<file path="config.mk">
export PLATFORM = sky130hd
export DESIGN_NAME = or1200_wbforw_flat
export DESIGN_NICKNAME = d
export VERILOG_FILES = /design/src/rtl/or1200_wbforw_if.sv /design/src/rtl/or1200_wbforw.sv /design/src/flat_wrapper.sv
export SDC_FILE = /design/constraint.sdc
export NUM_CORES = 1
export LEC_CHECK = 0
export BUFFER_PORTS_ARGS = -buffer_cell sky130_fd_sc_hd__clkbuf_2
export CAP_MARGIN = 10
export CORE_AREA = 2 2 101 103
export DETAILED_ROUTE_END_ITERATION = 12
export DIE_AREA = 0 0 103 105
export PLACE_DENSITY_LB_ADDON = 0.12
export SYNTH_ARGS = -nofsm -noshare
export SYNTH_HDL_FRONTEND = slang
export SYNTH_SLANG_ARGS = --single-unit
</file>
<file path="constraint.sdc">
create_clock -name clk -period 1.75 [get_ports clk]
set_input_delay 0.0875 -clock clk [delete_from_list [all_inputs] [get_ports clk]]
set_output_delay 0.0875 -clock clk [all_outputs]
set_load 0.02 [all_outputs]
</file>
<file path="src/rtl/or1200_wbforw_if.sv">
// Operand-forwarding bundle between the ID/EX/WB datapath and the
// writeback/forwarding control block.
interface or1200_wbforw_if #(
  parameter int width = 32
);
  logic             id_freeze;
  logic             ex_freeze;
  logic             wb_freeze;
  logic [4:0]       id_addra;
  logic [4:0]       id_addrb;
  logic             id_sel_imm;
  logic             id_rfwb;
  logic [4:0]       id_addrw;
  logic             id_load;
  logic [1:0]       id_wbsrc;
  logic [width-1:0] alu_result;
  logic [width-1:0] spr_dataout;
  logic [31:0]      ex_pc;
  logic [width-1:0] lsu_dataout;
  logic [width-1:0] ex_forw;
  logic [width-1:0] wb_forw;
  logic             rf_we;
  logic [4:0]       rf_addrw;
  logic [width-1:0] rf_dataw;
  logic [1:0]       sel_a;
  logic [1:0]       sel_b;
  logic             lu_stall;

  modport master (
    output id_freeze, ex_freeze, wb_freeze,
    output id_addra, id_addrb, id_sel_imm,
    output id_rfwb, id_addrw, id_load, id_wbsrc,
    output alu_result, spr_dataout, ex_pc,
    output lsu_dataout,
    input  ex_forw, wb_forw,
    input  rf_we, rf_addrw, rf_dataw,
    input  sel_a, sel_b, lu_stall
  );

  modport slave (
    input  id_freeze, ex_freeze, wb_freeze,
    input  id_addra, id_addrb, id_sel_imm,
    input  id_rfwb, id_addrw, id_load, id_wbsrc,
    input  alu_result, spr_dataout, ex_pc,
    input  lsu_dataout,
    output ex_forw, wb_forw,
    output rf_we, rf_addrw, rf_dataw,
    output sel_a, sel_b, lu_stall
  );
endinterface

</file>
<file path="src/rtl/or1200_wbforw.sv">
// OR1200 writeback and forwarding control: tracks EX/WB destinations,
// drives forwarding buses, operand selects, RF write port, load-use stall.
module or1200_wbforw #(
  parameter int width = 32
) (
  input logic clk,
  input logic rst,
  or1200_wbforw_if.slave fw
);

  localparam logic [1:0] SEL_RF  = 2'd0;
  localparam logic [1:0] SEL_IMM = 2'd1;
  localparam logic [1:0] SEL_EX  = 2'd2;
  localparam logic [1:0] SEL_WB  = 2'd3;

  logic             r_ex_v;
  logic [4:0]       r_ex_addrw;
  logic             r_ex_load;
  logic [1:0]       r_ex_wbsrc;
  logic             r_wb_v;
  logic [4:0]       r_wb_addrw;
  logic             r_wb_load;
  logic [width-1:0] r_wb_res;

  logic [31:0]      w_link;
  logic [width-1:0] w_ex_forw;
  logic [width-1:0] w_wb_forw;
  logic             w_mex_a;
  logic             w_mex_b;
  logic             w_mwb_a;
  logic             w_mwb_b;
  logic             w_lu;

  assign w_link = fw.ex_pc + 32'd8;

  always_comb begin
    w_ex_forw = '0;
    unique case (r_ex_wbsrc)
      2'd0: w_ex_forw = fw.alu_result;
      2'd1: w_ex_forw = '0;
      2'd2: w_ex_forw = fw.spr_dataout;
      2'd3: w_ex_forw = width'(w_link);
    endcase
  end

  assign w_wb_forw = r_wb_load ? fw.lsu_dataout : r_wb_res;

  // R0 is hard-wired zero, so it never matches a producer
  assign w_mex_a = r_ex_v && (r_ex_addrw == fw.id_addra)
                && (fw.id_addra != 5'd0);
  assign w_mex_b = r_ex_v && (r_ex_addrw == fw.id_addrb)
                && (fw.id_addrb != 5'd0);
  assign w_mwb_a = r_wb_v && (r_wb_addrw == fw.id_addra)
                && (fw.id_addra != 5'd0);
  assign w_mwb_b = r_wb_v && (r_wb_addrw == fw.id_addrb)
                && (fw.id_addrb != 5'd0);

  assign w_lu = r_ex_load
             && (w_mex_a || (!fw.id_sel_imm && w_mex_b));

  always_comb begin
    fw.sel_a = SEL_RF;
    if (w_mex_a)
      fw.sel_a = SEL_EX;
    else if (w_mwb_a)
      fw.sel_a = SEL_WB;
  end

  always_comb begin
    fw.sel_b = SEL_RF;
    if (fw.id_sel_imm)
      fw.sel_b = SEL_IMM;
    else if (w_mex_b)
      fw.sel_b = SEL_EX;
    else if (w_mwb_b)
      fw.sel_b = SEL_WB;
  end

  always_ff @(posedge clk) begin
    if (rst) begin
      r_ex_v     <= 1'b0;
      r_ex_addrw <= '0;
      r_ex_load  <= 1'b0;
      r_ex_wbsrc <= '0;
    end else if (!fw.ex_freeze) begin
      if (fw.id_freeze || w_lu) begin
        r_ex_v     <= 1'b0;
        r_ex_addrw <= '0;
        r_ex_load  <= 1'b0;
        r_ex_wbsrc <= '0;
      end else begin
        r_ex_v     <= fw.id_rfwb;
        r_ex_addrw <= fw.id_addrw;
        r_ex_load  <= fw.id_load;
        r_ex_wbsrc <= fw.id_wbsrc;
      end
    end
  end

  always_ff @(posedge clk) begin
    if (rst) begin
      r_wb_v     <= 1'b0;
      r_wb_addrw <= '0;
      r_wb_load  <= 1'b0;
      r_wb_res   <= '0;
    end else if (!fw.wb_freeze) begin
      if (fw.ex_freeze) begin
        r_wb_v     <= 1'b0;
        r_wb_addrw <= '0;
        r_wb_load  <= 1'b0;
        r_wb_res   <= '0;
      end else begin
        r_wb_v     <= r_ex_v;
        r_wb_addrw <= r_ex_addrw;
        r_wb_load  <= r_ex_load;
        r_wb_res   <= w_ex_forw;
      end
    end
  end

  assign fw.ex_forw  = w_ex_forw;
  assign fw.wb_forw  = w_wb_forw;
  assign fw.rf_dataw = w_wb_forw;
  assign fw.rf_addrw = r_wb_addrw;
  // a frozen WB slot writes once, on its first unfrozen cycle
  assign fw.rf_we    = r_wb_v && (r_wb_addrw != 5'd0) && !fw.wb_freeze;
  assign fw.lu_stall = w_lu;

endmodule
</file>
<file path="src/flat_wrapper.sv">
// flat-port wrapper written by rule: the top's interface ports become plain ports
module or1200_wbforw_flat 
#(
  parameter int width = 32
)
  (clk, rst, fw_id_freeze, fw_ex_freeze, fw_wb_freeze, fw_id_addra, fw_id_addrb, fw_id_sel_imm, fw_id_rfwb, fw_id_addrw, fw_id_load, fw_id_wbsrc, fw_alu_result, fw_spr_dataout, fw_ex_pc, fw_lsu_dataout, fw_ex_forw, fw_wb_forw, fw_rf_we, fw_rf_addrw, fw_rf_dataw, fw_sel_a, fw_sel_b, fw_lu_stall);
  or1200_wbforw_if #(.width(width)) fw_i ();
  input logic clk;
  input logic rst;
  input wire logic [$bits(fw_i.id_freeze)-1:0] fw_id_freeze;
  input wire logic [$bits(fw_i.ex_freeze)-1:0] fw_ex_freeze;
  input wire logic [$bits(fw_i.wb_freeze)-1:0] fw_wb_freeze;
  input wire logic [$bits(fw_i.id_addra)-1:0] fw_id_addra;
  input wire logic [$bits(fw_i.id_addrb)-1:0] fw_id_addrb;
  input wire logic [$bits(fw_i.id_sel_imm)-1:0] fw_id_sel_imm;
  input wire logic [$bits(fw_i.id_rfwb)-1:0] fw_id_rfwb;
  input wire logic [$bits(fw_i.id_addrw)-1:0] fw_id_addrw;
  input wire logic [$bits(fw_i.id_load)-1:0] fw_id_load;
  input wire logic [$bits(fw_i.id_wbsrc)-1:0] fw_id_wbsrc;
  input wire logic [$bits(fw_i.alu_result)-1:0] fw_alu_result;
  input wire logic [$bits(fw_i.spr_dataout)-1:0] fw_spr_dataout;
  input wire logic [$bits(fw_i.ex_pc)-1:0] fw_ex_pc;
  input wire logic [$bits(fw_i.lsu_dataout)-1:0] fw_lsu_dataout;
  output wire logic [$bits(fw_i.ex_forw)-1:0] fw_ex_forw;
  output wire logic [$bits(fw_i.wb_forw)-1:0] fw_wb_forw;
  output wire logic [$bits(fw_i.rf_we)-1:0] fw_rf_we;
  output wire logic [$bits(fw_i.rf_addrw)-1:0] fw_rf_addrw;
  output wire logic [$bits(fw_i.rf_dataw)-1:0] fw_rf_dataw;
  output wire logic [$bits(fw_i.sel_a)-1:0] fw_sel_a;
  output wire logic [$bits(fw_i.sel_b)-1:0] fw_sel_b;
  output wire logic [$bits(fw_i.lu_stall)-1:0] fw_lu_stall;
  assign fw_i.id_freeze = fw_id_freeze;
  assign fw_i.ex_freeze = fw_ex_freeze;
  assign fw_i.wb_freeze = fw_wb_freeze;
  assign fw_i.id_addra = fw_id_addra;
  assign fw_i.id_addrb = fw_id_addrb;
  assign fw_i.id_sel_imm = fw_id_sel_imm;
  assign fw_i.id_rfwb = fw_id_rfwb;
  assign fw_i.id_addrw = fw_id_addrw;
  assign fw_i.id_load = fw_id_load;
  assign fw_i.id_wbsrc = fw_id_wbsrc;
  assign fw_i.alu_result = fw_alu_result;
  assign fw_i.spr_dataout = fw_spr_dataout;
  assign fw_i.ex_pc = fw_ex_pc;
  assign fw_i.lsu_dataout = fw_lsu_dataout;
  assign fw_ex_forw = fw_i.ex_forw;
  assign fw_wb_forw = fw_i.wb_forw;
  assign fw_rf_we = fw_i.rf_we;
  assign fw_rf_addrw = fw_i.rf_addrw;
  assign fw_rf_dataw = fw_i.rf_dataw;
  assign fw_sel_a = fw_i.sel_a;
  assign fw_sel_b = fw_i.sel_b;
  assign fw_lu_stall = fw_i.lu_stall;
  or1200_wbforw #(.width(width)) u_core (.clk(clk), .rst(rst), .fw(fw_i));
endmodule
</file>
==> run_results.csv <==
group,metric,value,unit
final_layout,syn2layout_area_growth,46.8,%
clock_tree,clockBufferDepth,2,
logic_synthesis,ys_types,48,
clock_tree,clock_latency,0.30,ns
routing,ant_nets,0,
run_status,status,"complete, no violations",
sta,setup_viol,0,
final_layout,num-nets-final,852,
setup_path,timing.rr.end,"u_core.r_ex_addrw[0]$_SDFFE_PP0N_",
sta,max_freq,573,MHz
grt,grt_busiest_layer,"met2",
die,fp.dieW,103,um
logic_synthesis,synth_ff_type,"dfxtp_1",
clock_tree,clock-sinks,48,
min_path,hp-class,"in -> reg",
placed_design,dp_slack,0.00810,ns
logic_synthesis,syn-num-nets,610,
logic_synthesis,syn_inst,456,
power_and_ir_drop,p_int,2.04,mW
routing,drt-initial-drc-count,150,
routing,drtPass1Iterations,5,
placed_design,dp_hpwl,10.8,mm
sta,hold_violations,0,
final_layout,antenna-diode-count,0,
grt,grt_use_met2,45.5,%
logic_synthesis,synth_top_area_share,25.2,%
logic_synthesis,netlist_area,3820,um2
sta,whs,0.00755,ns
logic_synthesis,synth_common_cells,"48 x dfxtp_1, 47 x nand2_1, 33 x buf_4",
routing,vias_per_cell,5.26,
clock_tree,root_buffer,"clkbuf_8",
sta,relSlewSlack,46.2,%
die,core_area,9640,um2
die,die_area,10800,um2
sta,min_period,1.75,ns
placed_design,gp_congestion,0.783,
power_and_ir_drop,swShare,32.5,%
logic_synthesis,synth_area_per_cell,8.38,um2
power_and_ir_drop,p_total,3.03,mW
logic_synthesis,yosysSeqAreaShare,25.2,%
power_and_ir_drop,switchingPower,984,uW
power_and_ir_drop,p_leak,2.56,nW
grt,use_met1,27.1,%
logic_synthesis,synth_edf_count,0,
setup_path,reg2regPathDepth,6,
logic_synthesis,ys_ff_latch,48,
setup_path,r2r_start,"u_core.r_ex_addrw[1]$_SDFFE_PP0N_",
logic_synthesis,ys_warn_count,0,
die,start_util,39.6,%
sta,tightest_slew,0.804,ns
setup_path,end_kind,"output port",
setup_path,path_class,"reg -> out",
power_and_ir_drop,ir_worst_vdd,345,uV
die,io_pins,260,
power_and_ir_drop,pwr-share-seq,38.5,%
min_path,min_from,"fw_id_addrw[3]",
sta,period_share,99.7,%
setup_path,crit_fanout,4,
power_and_ir_drop,power.density,540,nW/um2
clock_tree,numCtsBuffers,5,
min_path,hold_end,"u_core.r_ex_addrw[3]$_SDFFE_PP0N_",
clock_tree,cts.htree.levels,2,
routing,drc_errors,0,
logic_synthesis,yosysMostFrequentCell,"dfxtp_1",
sta,timing.final.max_slew_violations,0,
logic_synthesis,synthArstFlopShare,0,%
routing,drt_wl_total,13.5,mm
flow_run,drv_cap,0,
die,fp-row-count,36,
power_and_ir_drop,comb_power_share,32.8,%
grt,grt_util_all_layers,23.7,%
sta,fin_ws,0.00487,ns
grt,grt.met3_usage,4.08,%
placed_design,io_buffers,259,
setup_path,cp.required,1.66,ns
setup_path,worstPathArrival,1.66,ns
min_path,hold_depth,3,
logic_synthesis,yosys.area.top_type,"dfxtp_1",
grt,grt_pass1_wl,20.4,mm
clock_tree,clk_pin_slew,0.09,ns
setup_path,cp-start-kind,"flip-flop",
grt,grt_overflow,0,
die,fp.dieH,105,um
routing,wl_per_cell,16.2,um
grt,grt_max_degree,34,
routing,vias,4377,
power_and_ir_drop,p_clk_share,28.7,%
final_layout,drive_above_1_share,55.2,%
sta,clock_skew,0.00493,ns
grt,grt_antenna_before_repair,0,
grt,grt_pass1_vias,4194,
sta,rsz0062_at_grt,"yes",
clock_tree,cts_tree,"yes",
logic_synthesis,netlist_top_cells_area,"dfxtp_1 25%, mux2_2 9.4%, mux2i_1 8.4%",
setup_path,ff2ff_setup_slack,0.12,ns
sequential cells by signal (all words and copies together), names as in the netlist:
register and count:
u_core.r_wb_load 1, u_core.r_ex_addrw 5, u_core.r_wb_v 1, u_core.r_ex_load 1, u_core.fw.rf_addrw 5, u_core.r_ex_v 1, u_core.r_wb_res 32, u_core.r_ex_wbsrc 2
per-stage QoR:
step | instances | instance area, um2 | TNS (ns) | utilization, %
final | 832 | 5610 | 0 | 58.2
after global routing | 832 | 5610 | -0.228 | 58.2
after CTS | 832 | 5480 | -0.0231 | 56.8
after detailed placement | 817 | 5180 | 0 | 53.7
after global placement | 817 | 5180 | -0.00667 | 53.7
after floorplan | 456 | 3820 | 0 | -
layout by cell type (no fill, tap or decap), drive strengths merged, types with 2 or more instances in the layout:
master	count
a21oi	4
a221o	3
a22o	8
a22oi	12
a31o	5
and2	5
and4	4
buf	38
clkbuf	259
dfxtp	48
dlygate4sd3	3
mux2	32
mux2i	32
nand2	47
nand3	10
nand4	15
nor2	30
nor2b	2
nor3	12
nor3b	2
nor4	5
o21ai	22
o221ai	12
o22ai	17
or2	7
or3	4
or4	3
xnor2	30
xor2	16
worst max-delay path, cell delays in order (launching register included):
cell and delay (ns):
dfxtp_4 0.40, xnor2_2 0.11, nand4_1 0.11, or3_4 0.41, a21boi_4 0.20, buf_8 0.13
how the worst max path moves through the flow:
| stage | to | startpoint | cells past startpoint | slack, ns |
|---|---|---|---|---|
| after floorplan | u_core.r_wb_res[2]$_SDFFE_PP0N_ | u_core.r_ex_wbsrc[1]$_SDFFE_PP0N_ | 6 | 0.05 |
| after global placement | fw_ex_forw[31] | fw_ex_pc[3] | 9 | -0.007 |
| after detailed placement | fw_ex_forw[31] | fw_ex_pc[3] | 9 | 0.008 |
| after CTS | fw_lu_stall | u_core.r_ex_addrw[0]$_SDFFE_PP0N_ | 5 | -0.02 |
| after global routing | fw_lu_stall | u_core.r_ex_addrw[1]$_SDFFE_PP0N_ | 5 | -0.08 |
| final | fw_lu_stall | u_core.r_ex_addrw[1]$_SDFFE_PP0N_ | 5 | 0.005 |
area by class of cell:
cell class                      instances  area [um2]
Clock buffer                            6        82.6
Tap cell                              133         166
Fill cell                             925        4030
Inverter                                1        3.75
Sequential cell                        48         987
Multi-Input combinational cell        347        2650
Timing Repair Buffer                  295        1680
Clock inverter                          2        38.8
routing by layer:
metal  wire, um  vias to the layer above
met5          0                        -
li1           -                     2128
met4         80                        0
met2       7190                      196
met1       5370                     2049
met3        819                        4
timing repair:
item | CTS | global route
resized for setup | 21 | 36
pin swaps | 6 | 12
setup endpoints to repair | 27 | 18
setup buffers | 3 | 0
cloned | 1 | 0
hold buffers | 3 | 0
hold endpoints to repair | 3 | 0
logic make-up after synthesis:
group / Yosys count / share of synthesized area [%]
compound gates: 87 / 16.2
buf+inv: 61 / 9.37
flops: 48 / 25.2
simple gates: 149 / 20.6
xor+xnor: 46 / 10.5
fa+ha+maj: 1 / 0.327
mux: 64 / 17.8
power groups by stage:
stage / combinational [mW] / clock, mW / sequential (mW)
floorplan: 0.561 / 0 / 1.18
global placement: 0.930 / 0 / 1.19
detailed placement: 0.942 / 0 / 1.19
CTS: 0.975 / 0.901 / 1.17
global route: 1.08 / 0.946 / 1.17
finish: 0.993 / 0.869 / 1.16
(Power assumes the default switching activity.)
